<file path="src/rtl/ascon_aead128_pkg.sv">
`default_nettype none
// ============================================================================
// ascon_aead128_pkg : shared Ascon types, round constants and S-box table
// Revision: 1.0
// ============================================================================
package ascon_aead128_pkg;

    localparam int MAX_ROUNDS = 16;
    localparam int P12_INIT   = 4;
    localparam int P8_INIT    = 8;

    typedef logic [4:0] round_cnt;

    typedef enum logic [1:0] {
        PERM_IDLE = 2'd0,
        PERM_RUN  = 2'd1,
        PERM_DONE = 2'd2
    } ascon_perm_state;

    typedef struct packed {
        logic [63:0] s0;
        logic [63:0] s1;
        logic [63:0] s2;
        logic [63:0] s3;
        logic [63:0] s4;
    } ascon_state;

    localparam logic [4:0] S_BOX_TABLE [32] = '{
        5'h04, 5'h0b, 5'h1f, 5'h14, 5'h1a, 5'h15, 5'h09, 5'h02,
        5'h1b, 5'h05, 5'h08, 5'h12, 5'h1d, 5'h03, 5'h06, 5'h1c,
        5'h1e, 5'h13, 5'h07, 5'h0e, 5'h00, 5'h0d, 5'h11, 5'h18,
        5'h10, 5'h0c, 5'h01, 5'h19, 5'h16, 5'h0a, 5'h0f, 5'h17
    };

    // Round index 0..15 of the 16-round schedule; p12 uses 4..15, p8 uses 8..15.
    function automatic logic [7:0] const_add(input round_cnt r);
        case (r)
            5'd0:    return 8'h3c;
            5'd1:    return 8'h2d;
            5'd2:    return 8'h1e;
            5'd3:    return 8'h0f;
            5'd4:    return 8'hf0;
            5'd5:    return 8'he1;
            5'd6:    return 8'hd2;
            5'd7:    return 8'hc3;
            5'd8:    return 8'hb4;
            5'd9:    return 8'ha5;
            5'd10:   return 8'h96;
            5'd11:   return 8'h87;
            5'd12:   return 8'h78;
            5'd13:   return 8'h69;
            5'd14:   return 8'h5a;
            5'd15:   return 8'h4b;
            default: return 8'h00;
        endcase
    endfunction

    function automatic logic [4:0] s_box(input logic [4:0] x);
        return S_BOX_TABLE[x];
    endfunction

    function automatic logic [63:0] ror64(input logic [63:0] x, input int unsigned n);
        return (x >> n) | (x << (64 - n));
    endfunction

endpackage
`default_nettype wire

</file>
<file path="src/rtl/ascon_round.sv">
`default_nettype none
// ============================================================================
// ascon_round : one combinational Ascon round (const add, S-box, diffusion)
// Revision: 1.0
// ============================================================================
module ascon_round
    import ascon_aead128_pkg::*;
#(
    parameter int SBOX_LUT = 1
) (
    input  ascon_state  state_i,
    input  logic [7:0]  rc_i,
    input  logic        en_i,
    output ascon_state  state_o
);

    ascon_state w_ca;
    ascon_state w_sb;
    ascon_state w_ld;

    always_comb begin
        w_ca          = state_i;
        w_ca.s2[7:0]  = state_i.s2[7:0] ^ rc_i;
    end

    generate
        if (SBOX_LUT != 0) begin : g_sbox_lut
            always_comb begin
                logic [4:0] w_col;
                logic [4:0] w_sub;
                w_sb  = '0;
                w_col = '0;
                w_sub = '0;
                for (int b = 0; b < 64; b++) begin
                    w_col = {w_ca.s0[b], w_ca.s1[b], w_ca.s2[b], w_ca.s3[b], w_ca.s4[b]};
                    w_sub = s_box(w_col);
                    w_sb.s0[b] = w_sub[4];
                    w_sb.s1[b] = w_sub[3];
                    w_sb.s2[b] = w_sub[2];
                    w_sb.s3[b] = w_sub[1];
                    w_sb.s4[b] = w_sub[0];
                end
            end
        end else begin : g_sbox_eq
            logic [63:0] w_x0, w_x1, w_x2, w_x3, w_x4;
            logic [63:0] w_c0, w_c1, w_c2, w_c3, w_c4;
            always_comb begin
                w_x0 = w_ca.s0 ^ w_ca.s4;
                w_x4 = w_ca.s4 ^ w_ca.s3;
                w_x2 = w_ca.s2 ^ w_ca.s1;
                w_x1 = w_ca.s1;
                w_x3 = w_ca.s3;
                // chi-like core, then the output mixing of the bitsliced S-box
                w_c0 = w_x0 ^ (~w_x1 & w_x2);
                w_c1 = w_x1 ^ (~w_x2 & w_x3);
                w_c2 = w_x2 ^ (~w_x3 & w_x4);
                w_c3 = w_x3 ^ (~w_x4 & w_x0);
                w_c4 = w_x4 ^ (~w_x0 & w_x1);
                w_sb.s0 = w_c0 ^ w_c4;
                w_sb.s1 = w_c1 ^ w_c0;
                w_sb.s2 = ~w_c2;
                w_sb.s3 = w_c3 ^ w_c2;
                w_sb.s4 = w_c4;
            end
        end
    endgenerate

    always_comb begin
        w_ld.s0 = w_sb.s0 ^ ror64(w_sb.s0, 19) ^ ror64(w_sb.s0, 28);
        w_ld.s1 = w_sb.s1 ^ ror64(w_sb.s1, 61) ^ ror64(w_sb.s1, 39);
        w_ld.s2 = w_sb.s2 ^ ror64(w_sb.s2, 1)  ^ ror64(w_sb.s2, 6);
        w_ld.s3 = w_sb.s3 ^ ror64(w_sb.s3, 10) ^ ror64(w_sb.s3, 17);
        w_ld.s4 = w_sb.s4 ^ ror64(w_sb.s4, 7)  ^ ror64(w_sb.s4, 41);
    end

    assign state_o = en_i ? w_ld : state_i;

endmodule
`default_nettype wire

</file>
<file path="src/rtl/ascon_perm_core.sv">
`default_nettype none
// ============================================================================
// ascon_perm_core : Ascon p[n] engine, UNROLL rounds per clock, valid/ready I/O
// Revision: 1.0
// ============================================================================
module ascon_perm_core
    import ascon_aead128_pkg::*;
#(
    parameter int UNROLL   = 1,
    parameter int SBOX_LUT = 1
) (
    input  logic        clk,
    input  logic        rst,
    input  logic        in_valid,
    output logic        in_ready,
    input  ascon_state  state_in,
    input  logic [4:0]  nrounds_in,
    output logic        out_valid,
    input  logic        out_ready,
    output ascon_state  state_out,
    output logic        busy
);

    generate
        if (UNROLL < 1 || UNROLL > 4) begin : g_bad_unroll
            $error("ascon_perm_core: UNROLL must be in 1..4");
        end
    endgenerate

    ascon_perm_state fsm_q, fsm_d;
    ascon_state      state_q, state_d;
    ascon_state      state_out_q, state_out_d;
    round_cnt        idx_q, idx_d;
    round_cnt        rem_q, rem_d;
    logic            out_valid_q, out_valid_d;
    logic            busy_q, busy_d;

    ascon_state      w_stage [UNROLL+1];
    logic            w_en    [UNROLL];
    logic [7:0]      w_rc    [UNROLL];
    round_cnt        w_k;
    round_cnt        w_nsat;

    assign w_stage[0] = state_q;

    // Stages beyond the remaining round count bypass, so const_add never sees idx >= 16.
    generate
        for (genvar j = 0; j < UNROLL; j++) begin : g_stage
            round_cnt w_ridx;
            assign w_ridx  = idx_q + round_cnt'(j);
            assign w_en[j] = (round_cnt'(j) < rem_q);
            assign w_rc[j] = w_en[j] ? const_add(w_ridx) : 8'h00;

            ascon_round #(
                .SBOX_LUT (SBOX_LUT)
            ) u_round (
                .state_i (w_stage[j]),
                .rc_i    (w_rc[j]),
                .en_i    (w_en[j]),
                .state_o (w_stage[j+1])
            );
        end
    endgenerate

    assign w_k    = (rem_q > round_cnt'(UNROLL)) ? round_cnt'(UNROLL) : rem_q;
    assign w_nsat = (nrounds_in > round_cnt'(MAX_ROUNDS)) ? round_cnt'(MAX_ROUNDS) : nrounds_in;

    assign in_ready  = (fsm_q == PERM_IDLE) || ((fsm_q == PERM_DONE) && out_ready);
    assign out_valid = out_valid_q;
    assign state_out = state_out_q;
    assign busy      = busy_q;

    always_comb begin
        fsm_d       = fsm_q;
        state_d     = state_q;
        state_out_d = state_out_q;
        idx_d       = idx_q;
        rem_d       = rem_q;
        out_valid_d = out_valid_q;

        case (fsm_q)
            PERM_RUN: begin
                state_d = w_stage[UNROLL];
                idx_d   = idx_q + w_k;
                rem_d   = rem_q - w_k;
                if (rem_q == w_k) begin
                    fsm_d       = PERM_DONE;
                    out_valid_d = 1'b1;
                    state_out_d = w_stage[UNROLL];
                end
            end
            PERM_DONE: begin
                if (out_ready) begin
                    fsm_d       = PERM_IDLE;
                    out_valid_d = 1'b0;
                end
            end
            default: begin
                fsm_d = PERM_IDLE;
            end
        endcase

        // A zero-round job still spends one all-bypass cycle in PERM_RUN,
        // which gives every job a minimum latency of one clock.
        if (in_valid && in_ready) begin
            state_d = state_in;
            idx_d   = round_cnt'(MAX_ROUNDS) - w_nsat;
            rem_d   = w_nsat;
            fsm_d   = PERM_RUN;
        end

        busy_d = (fsm_d == PERM_RUN);
    end

    always_ff @(posedge clk) begin
        if (rst) begin
            fsm_q       <= PERM_IDLE;
            state_q     <= '0;
            state_out_q <= '0;
            idx_q       <= '0;
            rem_q       <= '0;
            out_valid_q <= 1'b0;
            busy_q      <= 1'b0;
        end else begin
            fsm_q       <= fsm_d;
            state_q     <= state_d;
            state_out_q <= state_out_d;
            idx_q       <= idx_d;
            rem_q       <= rem_d;
            out_valid_q <= out_valid_d;
            busy_q      <= busy_d;
        end
    end

endmodule
`default_nettype wire

</file>
<file path="config.mk">
export PLATFORM = sky130hd
export DESIGN_NAME = ascon_perm_core
export DESIGN_NICKNAME = d
export VERILOG_FILES = /design/src/rtl/ascon_aead128_pkg.sv /design/src/rtl/ascon_round.sv /design/src/rtl/ascon_perm_core.sv
export SDC_FILE = /design/constraint.sdc
export NUM_CORES = 2
export LEC_CHECK = 0
export CAP_MARGIN = 20
export CORE_MARGIN = 2
export CORE_UTILIZATION = 25
export CTS_CLUSTER_SIZE = 10
export DETAILED_ROUTE_END_ITERATION = 10
export GPL_TIMING_DRIVEN = 0
export PLACE_DENSITY = 0.44
export SYNTH_ARGS = -nofsm -noshare
export SYNTH_HDL_FRONTEND = slang
export SYNTH_SLANG_ARGS = --single-unit
</file>
<file path="constraint.sdc">
create_clock -name clk -period 8.1 [get_ports clk]
set_input_delay 1.215 -clock clk [delete_from_list [all_inputs] [get_ports clk]]
set_output_delay 1.215 -clock clk [all_outputs]
set_load 0.01 [all_outputs]
</file>
## Word level (Yosys, flattened, before mapping)

Memories as Yosys holds them, arrays and structs flattened. A register that Yosys moved wholly into a read port is not among the register bits.
Cells that the tools add are included.

| word-level totals | value |
|---|---|
| register bits after elaboration | 654 |
| memory bits (read-only) | 10368 |
| input port bits | 329 |
| memories | 65 |

Memories:

| memory | words | width | read ports | clocked after Yosys merged registers in | write ports | RTL line | text |
|---|---|---|---|---|---|---|---|
| (name not given) | 32 | 5 | 1 | 0 | 0 | ascon_aead128_pkg.sv:59 | `return S_BOX_TABLE[x];` |
| (name not given) | 32 | 5 | 1 | 0 | 0 | ascon_aead128_pkg.sv:59 |  |
| (name not given) | 32 | 5 | 1 | 0 | 0 | ascon_aead128_pkg.sv:59 |  |
| (name not given) | 32 | 5 | 1 | 0 | 0 | ascon_aead128_pkg.sv:59 |  |
| (name not given) | 32 | 5 | 1 | 0 | 0 | ascon_aead128_pkg.sv:59 |  |
| (name not given) | 32 | 5 | 1 | 0 | 0 | ascon_aead128_pkg.sv:59 |  |
| 59 more memories | n/a | n/a | n/a | n/a | n/a | n/a |  |

| cells by class | value |
|---|---|
| add/sub/neg operators | 3 |
| $lt $le $gt $ge | 67 |
| equality and inequality tests | 6 |
| mux-type cells | 148 |
| bitwise operators | 85 |
| reduce and logical (&&, ||, !) cells | 8 |

Operator list:

| operator | count |
|---|---|
| 2-to-1 mux 320 bit | 3 |
| 2-to-1 mux 5 bit | 134 |
| XOR 64 bit | 10 |
| >= comparator 6 bit, second input constant | 64 |
| NOT 5 -> 6 bit | 64 |
| OR 23 x 64 -> 64 bit | 1 |
| OR 25 x 64 -> 64 bit | 1 |
| OR 3 x 64 -> 64 bit | 1 |
| OR 36 x 64 -> 64 bit | 1 |
| OR 45 x 64 -> 64 bit | 1 |
| OR 47 x 64 -> 64 bit | 1 |
| OR 54 x 64 -> 64 bit | 1 |
| OR 57 x 64 -> 64 bit | 1 |
| OR 58 x 64 -> 64 bit | 1 |
| OR 63 x 64 -> 64 bit | 1 |
| 2-to-1 mux 8 bit | 2 |
| 2-to-1 mux 4 bit | 2 |
| XOR 8 bit | 1 |
| 2-to-1 mux 2 bit | 3 |
| adder 5 bit | 1 |
| == test 5 bit | 1 |
| > comparator 5 x 1 -> 1 bit, second input constant | 1 |
| > comparator 5 bit, second input constant | 1 |
| less-than comparator 1 x 5 -> 1 bit, first input constant | 1 |
| other kinds (14) | 19 |

## Longest topological paths before layout

| logic depth | value |
|---|---|
| depth in word-level cells | 13 |
| gate-level depth with buffers | 19 |

## Cells and area by module

Synthesis repeated with hierarchy kept, for this count alone.

| second synthesis, totals | value |
|---|---|
| cell total of the unflattened synthesis | 6041 |
| area total of the unflattened synthesis | 48706.7 sq um |

By module, submodules not included:

| module | instances | cells an instance | area each (sq um) | sequential area each (sq um) |
|---|---|---|---|---|
| ascon_perm_core | 1 | 2959 | 26091.3 | 13252.7 |
| ascon_round | 1 | 3082 | 22615.4 | 0.0 |

## Worst setup path before layout

OpenSTA, ideal clock, no wires.

| timing path | value |
|---|---|
| kind | register to register |
| from | register rem_q[2] |
| to | register with a tool-made name |
| arrival time | 3.224 ns |
| path slack | 4.759 ns |
| cell stages (with the launch flop) | 20 |
| period minus slack after synthesis | 3.341 ns |
| path through | dfxtp_1 > nor3_4 > buf_12 > and2_1 > buf_4 > inv_2 > buf_2 > buf_2 > buf_2 > buf_2 > ha_1 > inv_1 > fa_1 > nor2b_1 > nor3_1 > a21oi_1 > a211oi_1 > inv_1 > xnor2_1 > inv_1 |

RTL lines:

| element | RTL line | text |
|---|---|---|
| from (decl) | ascon_perm_core.sv:34 | `round_cnt rem_q, rem_d;` |
| from (signal assigned) | ascon_perm_core.sv:129 | `rem_q <= rem_d;` |

==> impl_metrics.yaml <==
routing:
  vias_per_cell: 5.29
  ant_nets: 0
  drcViolationCount: 0
  wl_per_cell_um: 35.1
  drt_pass1_iterations: 7
  vias: 49600
  drt_iter0_drc: 5934
  wl_mm: 329
setup_path:
  worstSetupPathType: "reg -> reg"
  critPathSlowestCell: "buf_2"
  critPathMostFrequentCell: "buf_2"
  cp.arrival_ns: 6.01
  start_kind: "register"
  crit_buf_inv: 10
  critPathTopFamily: "buffers and inverters"
  rr_worst_depth: 19
  rrSetupSlack_ns: 2.73
  worstPathCellList: "nor3_4 -> buf_12 -> and2_1 -> buf_4 -> inv_2 -> buf_2 -> buf_2 -> buf_2 -> buf_2 -> ha_1 -> inv_1 -> fa_1 -> nor2b_1 -> nor3_1 -> a21oi_1 -> a211oi_1 -> inv_1 -> xnor2_1 -> inv_1"
  rr_startpoint: "rem_q[0]"
  end_kind: "register"
  critical_path.max_stage_delay_ns: 0.60
  cp-startpoint: "rem_q[0]"
  path_depth: 19
  cp_max_fo: 10
  worstPathRequired_ns: 8.74
timing:
  max_slew_margin_pct: 10.4
  fmax_mhz: 186
  tightest_slew_ns: 1.31
  slew_violations: 0
  finClkSkew_ns: 0.0544
  min_period_over_period_pct: 66.3
  tns_ns: 0
  hold_viol: 0
  setup_viol: 0
  rsz0062_at_grt: "false"
  hold_slack_ns: 0.454
  period_needed_ns: 5.37
place:
  dp_hpwl_mm: 279
  place_congestion: 1.05
  portBuffers: 650
global_route:
  use_met1_pct: 41.7
  grt_pass1_vias: 45900
  gr-usage-met3_pct: 5.81
  antenna_found_initial: 16
  grt.total_usage_pct: 32.7
  grt_use_met2_pct: 50.4
  grt_busiest_layer: "met2"
  grt_pass1_wl_mm: 422
  gr-total-overflow: 0
  grt_max_degree: 13
worst_hold_path:
  worstHoldPathType: "reg -> reg"
  worstHoldStart: "state_out[227]"
clock_network:
  cts_hold_buffers: 0
  htreeDepth: 3
  clk_pin_slew_ns: 0.06
  cts_root_buf: "clkbuf_16"
  cts_sinks: 662
  post_cts_resized: 0
  clockBufferDepth: 3
  cts_made_buffers: 90
  clk_latency_ns: 0.78
  cts_tree: "yes"
  cts_setup_buffers: 0
layout:
  drive_gt1_share_pct: 5.66
  areaGrowthSynthToFinish_pct: 29.3
  utilization_pct: 32.4
  final_net_count: 7462
yosys:
  synth_area_per_cell_sq_um: 7.98
  synthTopCellsByArea: "dfxtp_1 (28%), xnor2_1 (11%), ha_1 (8.9%), a21oi_1 (6.6%), mux2i_1 (5.1%)"
  yosys.area.top_type_share_pct: 27.9
  async_flop_share_pct: 0
  syn_area_sq_um: 47500
  synth.distinct_cells: 60
  ys_ff_latch: 662
  ys_seq_area_share_pct: 27.9
  synth_largest_area_cell: "dfxtp_1"
  synth_ff_type: "dfxtp_1"
  synth_edf_count: 0
  yosys-top-cells-count: "dfxtp_1 (662), a21oi_1 (622), nand2_1 (604), nor2_1 (597), xnor2_1 (574)"
  synth_most_common_cell: "dfxtp_1"
  yosysWarnings: 0
  postSynthCellCount: 5951
floorplanning:
  io_pins: 652
  chipWidth_um: 440
  die-area_sq_um: 194000
  initial_utilization_pct: 25.1
  placementRows: 160
  die_height_um: 440
  core_sq_um: 190000
run:
  cap_violations: 0
pwr:
  ir_worst_vdd_v: 0.000176
  leakage_nw: 23.9
  p_per_area_nw_per_um2: 336
run_status:
  outcome: "finished, final reports clean"
## state kept, by name, summed over array words and instances (netlist names), named ones only
register   flops
state_out    320
fsm_q          2
busy           1
state_q      320
idx_q          5
out_valid      1
rem_q          5
## metrics by stage
step                      std cells  setup slack [ns]  power [mW]  area [sq um]
after floorplan                5953              4.76        10.3         47500
after global placement         9114              1.89        15.7         57200
after detailed placement       9209              2.45        16.0         58400
after CTS                      9358              2.97        20.2         61300
after global routing           9362              2.70        20.9         61400
final                          9371              2.73        20.6         61400
## per-layer routing
metal	vias up	share of wire, %
met4	2	7.5
met1	24500	41
li1	21800	-
met2	2693	44
met3	599	8.2
met5	-	0.0040
## how the worst min path moves through the flow
stage,slack (ns),endpoint,depth (start not counted)
3_5_place_dp,0.45,state_out[227],2
3_3_place_gp,0.44,state_out[251],2
2_1_floorplan,0.47,fsm_q[0],2
5_1_grt,0.48,state_out[63],2
6_report,0.45,state_out[227],2
4_1_cts,0.46,state_out[227],2
## layout make-up
cell class	count	area, sq um
well taps	2511	3140
diodes	9	22.5
plain buffers	465	1870
multi-input cells	4584	31600
inverters	242	908
flip-flops and latches	662	13300
repair buffers	749	7700
clock buffers	118	2530
clock inverters	31	378
fillers	20400	128000
## cell families after synthesis
family | synth area share [%]
mux | 5.51
compound gates | 19.1
simple gates | 14.5
xor+xnor | 18.2
fa+ha+maj | 8.94
other cells | 0.0158
buf+inv | 5.82
flops | 27.9
## layout by cell type, fill, tap and decap left out, types with 58 or more instances in the layout
cell,synthesis,layout
nor3_1,83,83
nor2b_1,64,64
or3_1,92,92
o211ai_1,59,59
ha_1,338,338
inv_1,239,239
buf_2,75,77
a21oi_1,622,622
nand2b_1,61,61
nand2_1,604,604
mux2i_1,243,239
clkbuf_1,356,358
a21o_1,86,86
clkbuf_16,0,91
xor2_1,244,243
xnor3_1,58,58
a211oi_1,234,233
clkdlybuf4s50_1,0,650
nor2_1,597,597
dfxtp_1,662,662
a31oi_1,70,67
o21ai_0,270,258
xnor2_1,574,566
nand3_1,79,79
## tightest hold or removal path, cell delays in order (launching register included)
cell and delay (ns):
dfxtp_1 0.31, nand2_1 0.05, a21oi_1 0.05
## power by group
group | leakage, nW | switching, mW | internal, mW
clock | 1.41 | 1.79 | 2.38
sequential | 5.44 | 0.442 | 3.60
combinational | 17.0 | 8.29 | 4.13
total | 23.9 | 10.5 | 10.1
Power figures use the tool's default switching activity.
